File: config.mk
export PLATFORM = sky130hd
export DESIGN_NAME = otter_dmem_arbiter
export DESIGN_NICKNAME = d
export VERILOG_FILES = /design/src/rtl/otter_pkg.sv /design/src/rtl/otter_dmem_arbiter.sv
export SDC_FILE = /design/constraint.sdc
export NUM_CORES = 1
export LEC_CHECK = 0
export CAP_MARGIN = 20
export CORE_AREA = 2 2 119 121
export CTS_BUF_LIST = sky130_fd_sc_hd__clkbuf_16
export DETAILED_ROUTE_END_ITERATION = 7
export DIE_AREA = 0 0 121 123
export GPL_TIMING_DRIVEN = 0
export PLACE_DENSITY = 0.6
export RECOVER_POWER = 25
export SLEW_MARGIN = 20
export SYNTH_ARGS = -nofsm -noshare
export SYNTH_HDL_FRONTEND = slang
export SYNTH_SLANG_ARGS = --single-unit
File: constraint.sdc
create_clock -name CLK -period 3.82 [get_ports CLK]
set_input_delay 0.955 -clock CLK [delete_from_list [all_inputs] [get_ports CLK]]
set_output_delay 0.955 -clock CLK [all_outputs]
set_load 0.05 [all_outputs]
File: src/rtl/otter_pkg.sv
// Shared types for the OTTER data-memory arbiter: arbitration FSM states
// and the identity of a port owner / read-return owner.
package otter_pkg;

    typedef enum logic [1:0] {
        IDLE       = 2'd0,
        CPU_OWN    = 2'd1,
        DMA_OWN    = 2'd2,
        DMA_LOCKED = 2'd3
    } arb_state_t;

    typedef enum logic [1:0] {
        NONE = 2'd0,
        CPU  = 2'd1,
        DMA  = 2'd2
    } owner_t;

endpackage

File: src/rtl/otter_dmem_arbiter.sv
// Two-master (CPU, DMA) arbiter in front of the single OTTER data-memory
// port. Grant is combinational so a lone requester is served in the same
// cycle; contested cycles alternate round-robin, and a locked DMA burst
// keeps the port except for one forced CPU slot every MAX_LOCK cycles of
// CPU waiting. Read data returns one cycle later to whoever issued it.
module otter_dmem_arbiter
    import otter_pkg::*;
#(
    parameter int MAX_LOCK = 8
) (
    input  logic        CLK,
    input  logic        RST_N,
    // CPU request / response
    input  logic        CPU_REQ,
    input  logic        CPU_WE,
    input  logic [31:0] CPU_ADDR,
    input  logic [31:0] CPU_DIN,
    input  logic [1:0]  CPU_SIZE,
    input  logic        CPU_SIGN,
    output logic        CPU_GNT,
    output logic        CPU_RVALID,
    output logic [31:0] CPU_RDATA,
    output logic        CPU_STALL,
    // DMA request / response
    input  logic        DMA_REQ,
    input  logic        DMA_WE,
    input  logic [31:0] DMA_ADDR,
    input  logic [31:0] DMA_DIN,
    input  logic [1:0]  DMA_SIZE,
    input  logic        DMA_SIGN,
    input  logic        DMA_LOCK,
    output logic        DMA_GNT,
    output logic        DMA_RVALID,
    output logic [31:0] DMA_RDATA,
    // memory data port
    output logic [31:0] MEM_ADDR2,
    output logic [31:0] MEM_DIN2,
    output logic        MEM_WRITE2,
    output logic        MEM_READ2,
    output logic [1:0]  MEM_SIZE,
    output logic        MEM_SIGN,
    input  logic [31:0] MEM_DOUT2
);

    localparam int CNT_W = $clog2(MAX_LOCK + 1);
    localparam logic [CNT_W-1:0] LOCK_LIMIT = CNT_W'(MAX_LOCK);

    arb_state_t       state_r,    state_nxt_s;
    owner_t           last_win_r, last_win_nxt_s;
    owner_t           rd_owner_r, rd_owner_nxt_s;
    logic [CNT_W-1:0] lock_cnt_r, lock_cnt_nxt_s;
    owner_t           gnt_s;
    logic             lock_active_s;

    // The burst lock only holds while DMA keeps both REQ and LOCK high.
    assign lock_active_s = (state_r == DMA_LOCKED) && DMA_REQ && DMA_LOCK;

    // Pick this cycle's owner: lock (with starvation break), then round-robin, then lone requester.
    always_comb begin
        gnt_s = NONE;
        if (!RST_N) begin
            gnt_s = NONE;
        end else if (lock_active_s) begin
            if (CPU_REQ && (lock_cnt_r == LOCK_LIMIT)) begin
                gnt_s = CPU;
            end else begin
                gnt_s = DMA;
            end
        end else if (CPU_REQ && DMA_REQ) begin
            if (last_win_r == CPU) begin
                gnt_s = DMA;
            end else begin
                gnt_s = CPU;
            end
        end else if (CPU_REQ) begin
            gnt_s = CPU;
        end else if (DMA_REQ) begin
            gnt_s = DMA;
        end else begin
            gnt_s = NONE;
        end
    end

    // Compute next FSM state, round-robin winner, lock counter and read-return owner.
    always_comb begin
        state_nxt_s    = IDLE;
        lock_cnt_nxt_s = {CNT_W{1'b0}};
        last_win_nxt_s = last_win_r;
        rd_owner_nxt_s = NONE;

        if (CPU_REQ && DMA_REQ && (gnt_s != NONE)) begin
            last_win_nxt_s = gnt_s;
        end else begin
            last_win_nxt_s = last_win_r;
        end

        if (lock_active_s) begin
            // Stay locked through the forced CPU slot so the burst resumes.
            state_nxt_s = DMA_LOCKED;
            if (gnt_s == CPU) begin
                lock_cnt_nxt_s = {CNT_W{1'b0}};
            end else if (CPU_REQ && (lock_cnt_r < LOCK_LIMIT)) begin
                lock_cnt_nxt_s = lock_cnt_r + CNT_W'(1);
            end else if (CPU_REQ) begin
                lock_cnt_nxt_s = lock_cnt_r;
            end else begin
                lock_cnt_nxt_s = {CNT_W{1'b0}};
            end
        end else if (state_r == DMA_LOCKED) begin
            state_nxt_s    = IDLE;
            lock_cnt_nxt_s = {CNT_W{1'b0}};
        end else begin
            case (gnt_s)
                CPU: state_nxt_s = CPU_OWN;
                DMA: begin
                    if (DMA_LOCK) begin
                        // The entry cycle already counts as one CPU wait.
                        state_nxt_s    = DMA_LOCKED;
                        lock_cnt_nxt_s = CPU_REQ ? CNT_W'(1) : {CNT_W{1'b0}};
                    end else begin
                        state_nxt_s = DMA_OWN;
                    end
                end
                default: state_nxt_s = IDLE;
            endcase
        end

        case (gnt_s)
            CPU:     rd_owner_nxt_s = CPU_WE ? NONE : CPU;
            DMA:     rd_owner_nxt_s = DMA_WE ? NONE : DMA;
            default: rd_owner_nxt_s = NONE;
        endcase
    end

    // Arbitration state; reset makes CPU the first conflict winner and drops in-flight reads.
    always_ff @(posedge CLK or negedge RST_N) begin
        if (!RST_N) begin
            state_r    <= IDLE;
            last_win_r <= DMA;
            lock_cnt_r <= {CNT_W{1'b0}};
            rd_owner_r <= NONE;
        end else begin
            state_r    <= state_nxt_s;
            last_win_r <= last_win_nxt_s;
            lock_cnt_r <= lock_cnt_nxt_s;
            rd_owner_r <= rd_owner_nxt_s;
        end
    end

    // Grants, stall, read returns and the memory-port mux; everything is 0 while in reset.
    always_comb begin
        CPU_GNT    = RST_N && (gnt_s == CPU);
        DMA_GNT    = RST_N && (gnt_s == DMA);
        CPU_STALL  = RST_N && CPU_REQ && (gnt_s != CPU);
        CPU_RVALID = RST_N && (rd_owner_r == CPU);
        DMA_RVALID = RST_N && (rd_owner_r == DMA);
        CPU_RDATA  = CPU_RVALID ? MEM_DOUT2 : 32'h0000_0000;
        DMA_RDATA  = DMA_RVALID ? MEM_DOUT2 : 32'h0000_0000;
        MEM_ADDR2  = 32'h0000_0000;
        MEM_DIN2   = 32'h0000_0000;
        MEM_WRITE2 = 1'b0;
        MEM_READ2  = 1'b0;
        MEM_SIZE   = 2'b00;
        MEM_SIGN   = 1'b0;
        case (gnt_s)
            CPU: begin
                MEM_ADDR2  = CPU_ADDR;
                MEM_DIN2   = CPU_DIN;
                MEM_WRITE2 = CPU_WE;
                MEM_READ2  = !CPU_WE;
                MEM_SIZE   = CPU_SIZE;
                MEM_SIGN   = CPU_SIGN;
            end
            DMA: begin
                MEM_ADDR2  = DMA_ADDR;
                MEM_DIN2   = DMA_DIN;
                MEM_WRITE2 = DMA_WE;
                MEM_READ2  = !DMA_WE;
                MEM_SIZE   = DMA_SIZE;
                MEM_SIGN   = DMA_SIGN;
            end
            default: begin
                MEM_ADDR2  = 32'h0000_0000;
                MEM_DIN2   = 32'h0000_0000;
                MEM_WRITE2 = 1'b0;
                MEM_READ2  = 1'b0;
                MEM_SIZE   = 2'b00;
                MEM_SIGN   = 1'b0;
            end
        endcase
    end

endmodule

==> flow_metrics.env <==
export IMPL_status="finished, violations left"
export IMPL_violations="setup timing"
export IMPL_layout_commonest_cell="clkdlybuf4s50_1"
export IMPL_gp_congestion=0.772
export IMPL_avgSynthCellArea_um2=7.88
export IMPL_seq_area_frac_synth=0.144
export IMPL_via_per_inst=4.23
export IMPL_worstSetupPathType="in2out"
export IMPL_cts_sinks=10
export IMPL_vdd_drop_max_mv=0.332
export IMPL_holdPathEnd="last_win_r[1]"
export IMPL_final_antenna_net_count=0
export IMPL_coreArea_um2=13600
export IMPL_layout_nets=725
export IMPL_p_switching_mw=0.386
export IMPL_worstHoldStart="last_win_r[1]"
export IMPL_ys_flop_type="dfrtp_1"
export IMPL_combPwrFrac=0.691
export IMPL_setup_violations=9
export IMPL_async_reset_ff_frac=1.00
export IMPL_clk_latency_ns=0.23
export IMPL_post_drt_wl_per_cell_um=18.3
export IMPL_seqPwrFrac=0.124
export IMPL_hold_viol=0
export IMPL_die_h_um=123
export IMPL_crit_path_start_kind="input port"
export IMPL_layout_setup_ws_ns=-0.0150
export IMPL_maxCapViolCount=0
export IMPL_sw_frac_of_total=0.389
export IMPL_synth_top_family_by_area="compound AO/OA/AOI/OAI gates"
export IMPL_clock_fmax_ghz=0.261
export IMPL_path_clk_slew_ns=0.04
export IMPL_die_area_um2=14900
export IMPL_grt_pass1_wl_mm=17.5
export IMPL_critPathArrivalTime_ns=2.88
export IMPL_yosys_warnings=0
export IMPL_grt_max_degree=18
export IMPL_finClkSkew_ns=0.00483
export IMPL_cellPowerDensity_nw_per_um2=174
export IMPL_synth_distinct_cells=32
export IMPL_min_period_ns=3.84
export IMPL_hpwl_mm=10.8
export IMPL_die_w_um=121
export IMPL_drive_gt1_frac=0.258
export IMPL_worst_r2r_setup_slack_ns=1.49
export IMPL_clk_path_buf_depth=2
export IMPL_initial_core_util=0.129
export IMPL_first_global_vias=3006
export IMPL_cts_tree="yes"
export IMPL_muxShareOfSynthArea=0.0122
export IMPL_wl_mm=13.3
export IMPL_io_buffers=310
export IMPL_drt_iter0_drc=155
export IMPL_place_ws_ns=-1.60
export IMPL_worstRegToRegCells=8
export IMPL_synthAdderAreaFrac=0.0357
export IMPL_firstDrtPassIters=4
export IMPL_pwr_share_clk=0.185
export IMPL_p_int_mw=0.606
export IMPL_synth_area_leaders="a22o_1, and2_1, dfrtp_1"
export IMPL_drv_slew=0
export IMPL_path_max_fanout=7
export IMPL_final_cell_mix="clkdlybuf4s50_1, and2_1, a22o_1"
export IMPL_synth_xor_area_frac=0.00500
export IMPL_htree_levels=1
export IMPL_power_leakage_nw=2.79
export IMPL_reg2reg_to="lock_cnt_r[0]"
export IMPL_tightest_slew_ns=0.619
export IMPL_timing_hold_ws_ns=0.492
export IMPL_ys_seq_elements=10
export IMPL_synthSimpleGateAreaFrac=0.340
export IMPL_ioPinCount=311
export IMPL_relSlewSlack=0.589
export IMPL_root_buffer="clkbuf_16"
export IMPL_vias=3071
export IMPL_rsz0062_at_grt="true"
export IMPL_fillers=1331
export IMPL_hold_path_class="reg2reg"
export IMPL_overflow=0
export IMPL_synth_edff_count=0
export IMPL_crit_path_end_kind="primary output"
export IMPL_synth_top_cell_by_area="a22o_1"
export IMPL_synth_cells=222
export IMPL_finalCritPeriodShare=1.00
export IMPL_syn_num_nets=400
export IMPL_num_rows=43
export IMPL_grt_usage=0.150
export IMPL_syn2layout_area_growth_pct=226
export IMPL_rr_startpoint="lock_cnt_r[0]"
export IMPL_numCtsBuffers=3
export IMPL_diodes=0
export IMPL_antenna_found_initial=0
export IMPL_synth_compound_area_frac=0.382
export IMPL_synth_top_cell_area_share=0.340
export IMPL_cp_required_ns=2.86
export IMPL_syn_area_um2=1750
export IMPL_drc=0
export IMPL_hold_path_depth=2
-- cell type report --
| cell class | count | area [um^2] | area share |
|---|---|---|---|
| buffer | 20 | 216 | 0.0379 |
| clock buffer | 3 | 75.1 | 0.0132 |
| clock inverter | 1 | 3.75 | 0.000658 |
| inverter | 2 | 7.51 | 0.00132 |
| multi-input combinational | 188 | 1620 | 0.284 |
| sequential | 10 | 251 | 0.0441 |
| tap | 180 | 225 | 0.0395 |
| timing repair buffer | 322 | 3300 | 0.579 |
-- synth_stat cells (all sizes together), types with 2 or more instances --
cell type   n
a21oi       2
a22o       68
and2       68
and3b       3
buf        18
clkbuf      4
dfrtp       9
ha          5
inv         2
nand2      11
nand4       2
nor2        7
nor2b       3
o21ai       5
-- flip-flops by register name, indices dropped and copies added, names as in the netlist --
signal      cells
lock_cnt_r      4
rd_owner_r      2
last_win_r      2
state_r         2
-- worst max path at each step --
stage                        start       endpoint  slack [ns]  cells past startpoint
after floorplan            DMA_REQ   MEM_DIN2[11]        0.01                      9
after global placement       RST_N  MEM_ADDR2[31]       -1.59                      9
after detailed placement     RST_N  MEM_ADDR2[31]       -1.60                      9
after CTS                 DMA_LOCK   MEM_DIN2[28]       -0.02                     11
after global routing      DMA_LOCK   MEM_DIN2[25]       -0.08                     10
final                     DMA_LOCK   MEM_DIN2[29]       -0.02                     10
-- repair_timing --
item                       4_1_cts  5_1_grt
pin swaps                        5        5
gates resized for setup        506      118
hold buffers                     0        0
setup buffers                    4        2
cloned                           4        3
setup endpoints to repair      138       98
-- per-layer routing --
layer  up-vias  part of all wire  track usage
met3         4             0.068       0.0258
met2       142              0.53        0.277
met5         -                 0            0
met1      1455              0.40        0.189
met4         0            0.0049       0.0102
li1       1470                 -            -
-- power groups by stage --
stage / combinational, mW / clock (mW) / sequential, mW
after floorplan: 0.290 / 0 / 0.122
after global placement: 0.598 / 0 / 0.123
after detailed placement: 0.601 / 0 / 0.124
after CTS: 0.632 / 0.184 / 0.123
after global routing: 0.714 / 0.193 / 0.125
final: 0.686 / 0.183 / 0.123
-- worst max-delay path: stages --
cell	delay [ns]
buf_8	0.07
nand4_1	0.15
mux2_4	0.35
a21o_1	0.20
ha_4	0.23
and2_4	0.20
buf_12	0.15
clkbuf_16	0.16
a22o_4	0.26
buf_8	0.15
-- stage by stage --
stage / instances / TNS, ns / util / instance area [um^2] / power [mW]
after floorplan: 222 / 0 / - / 1780 / 0.412
after global placement: 712 / -143.84 / 0.375 / 5100 / 0.722
after detailed placement: 712 / -149.17 / 0.375 / 5100 / 0.725
after CTS: 723 / -0.146 / 0.390 / 5310 / 0.939
after global routing: 726 / -1.66 / 0.419 / 5700 / 1.03
final: 726 / -0.0784 / 0.419 / 5700 / 0.992
-- logic make-up (layout without fill, tap and decap cells) --
kind of cell,Yosys count,count (layout)
compound gates,80,80
buf+inv,24,348
mux,2,2
fa+ha+maj,5,5
xor+xnor,1,1
simple gates,100,100
flops,10,10
Note: power is estimated with default switching activity, not from simulation.
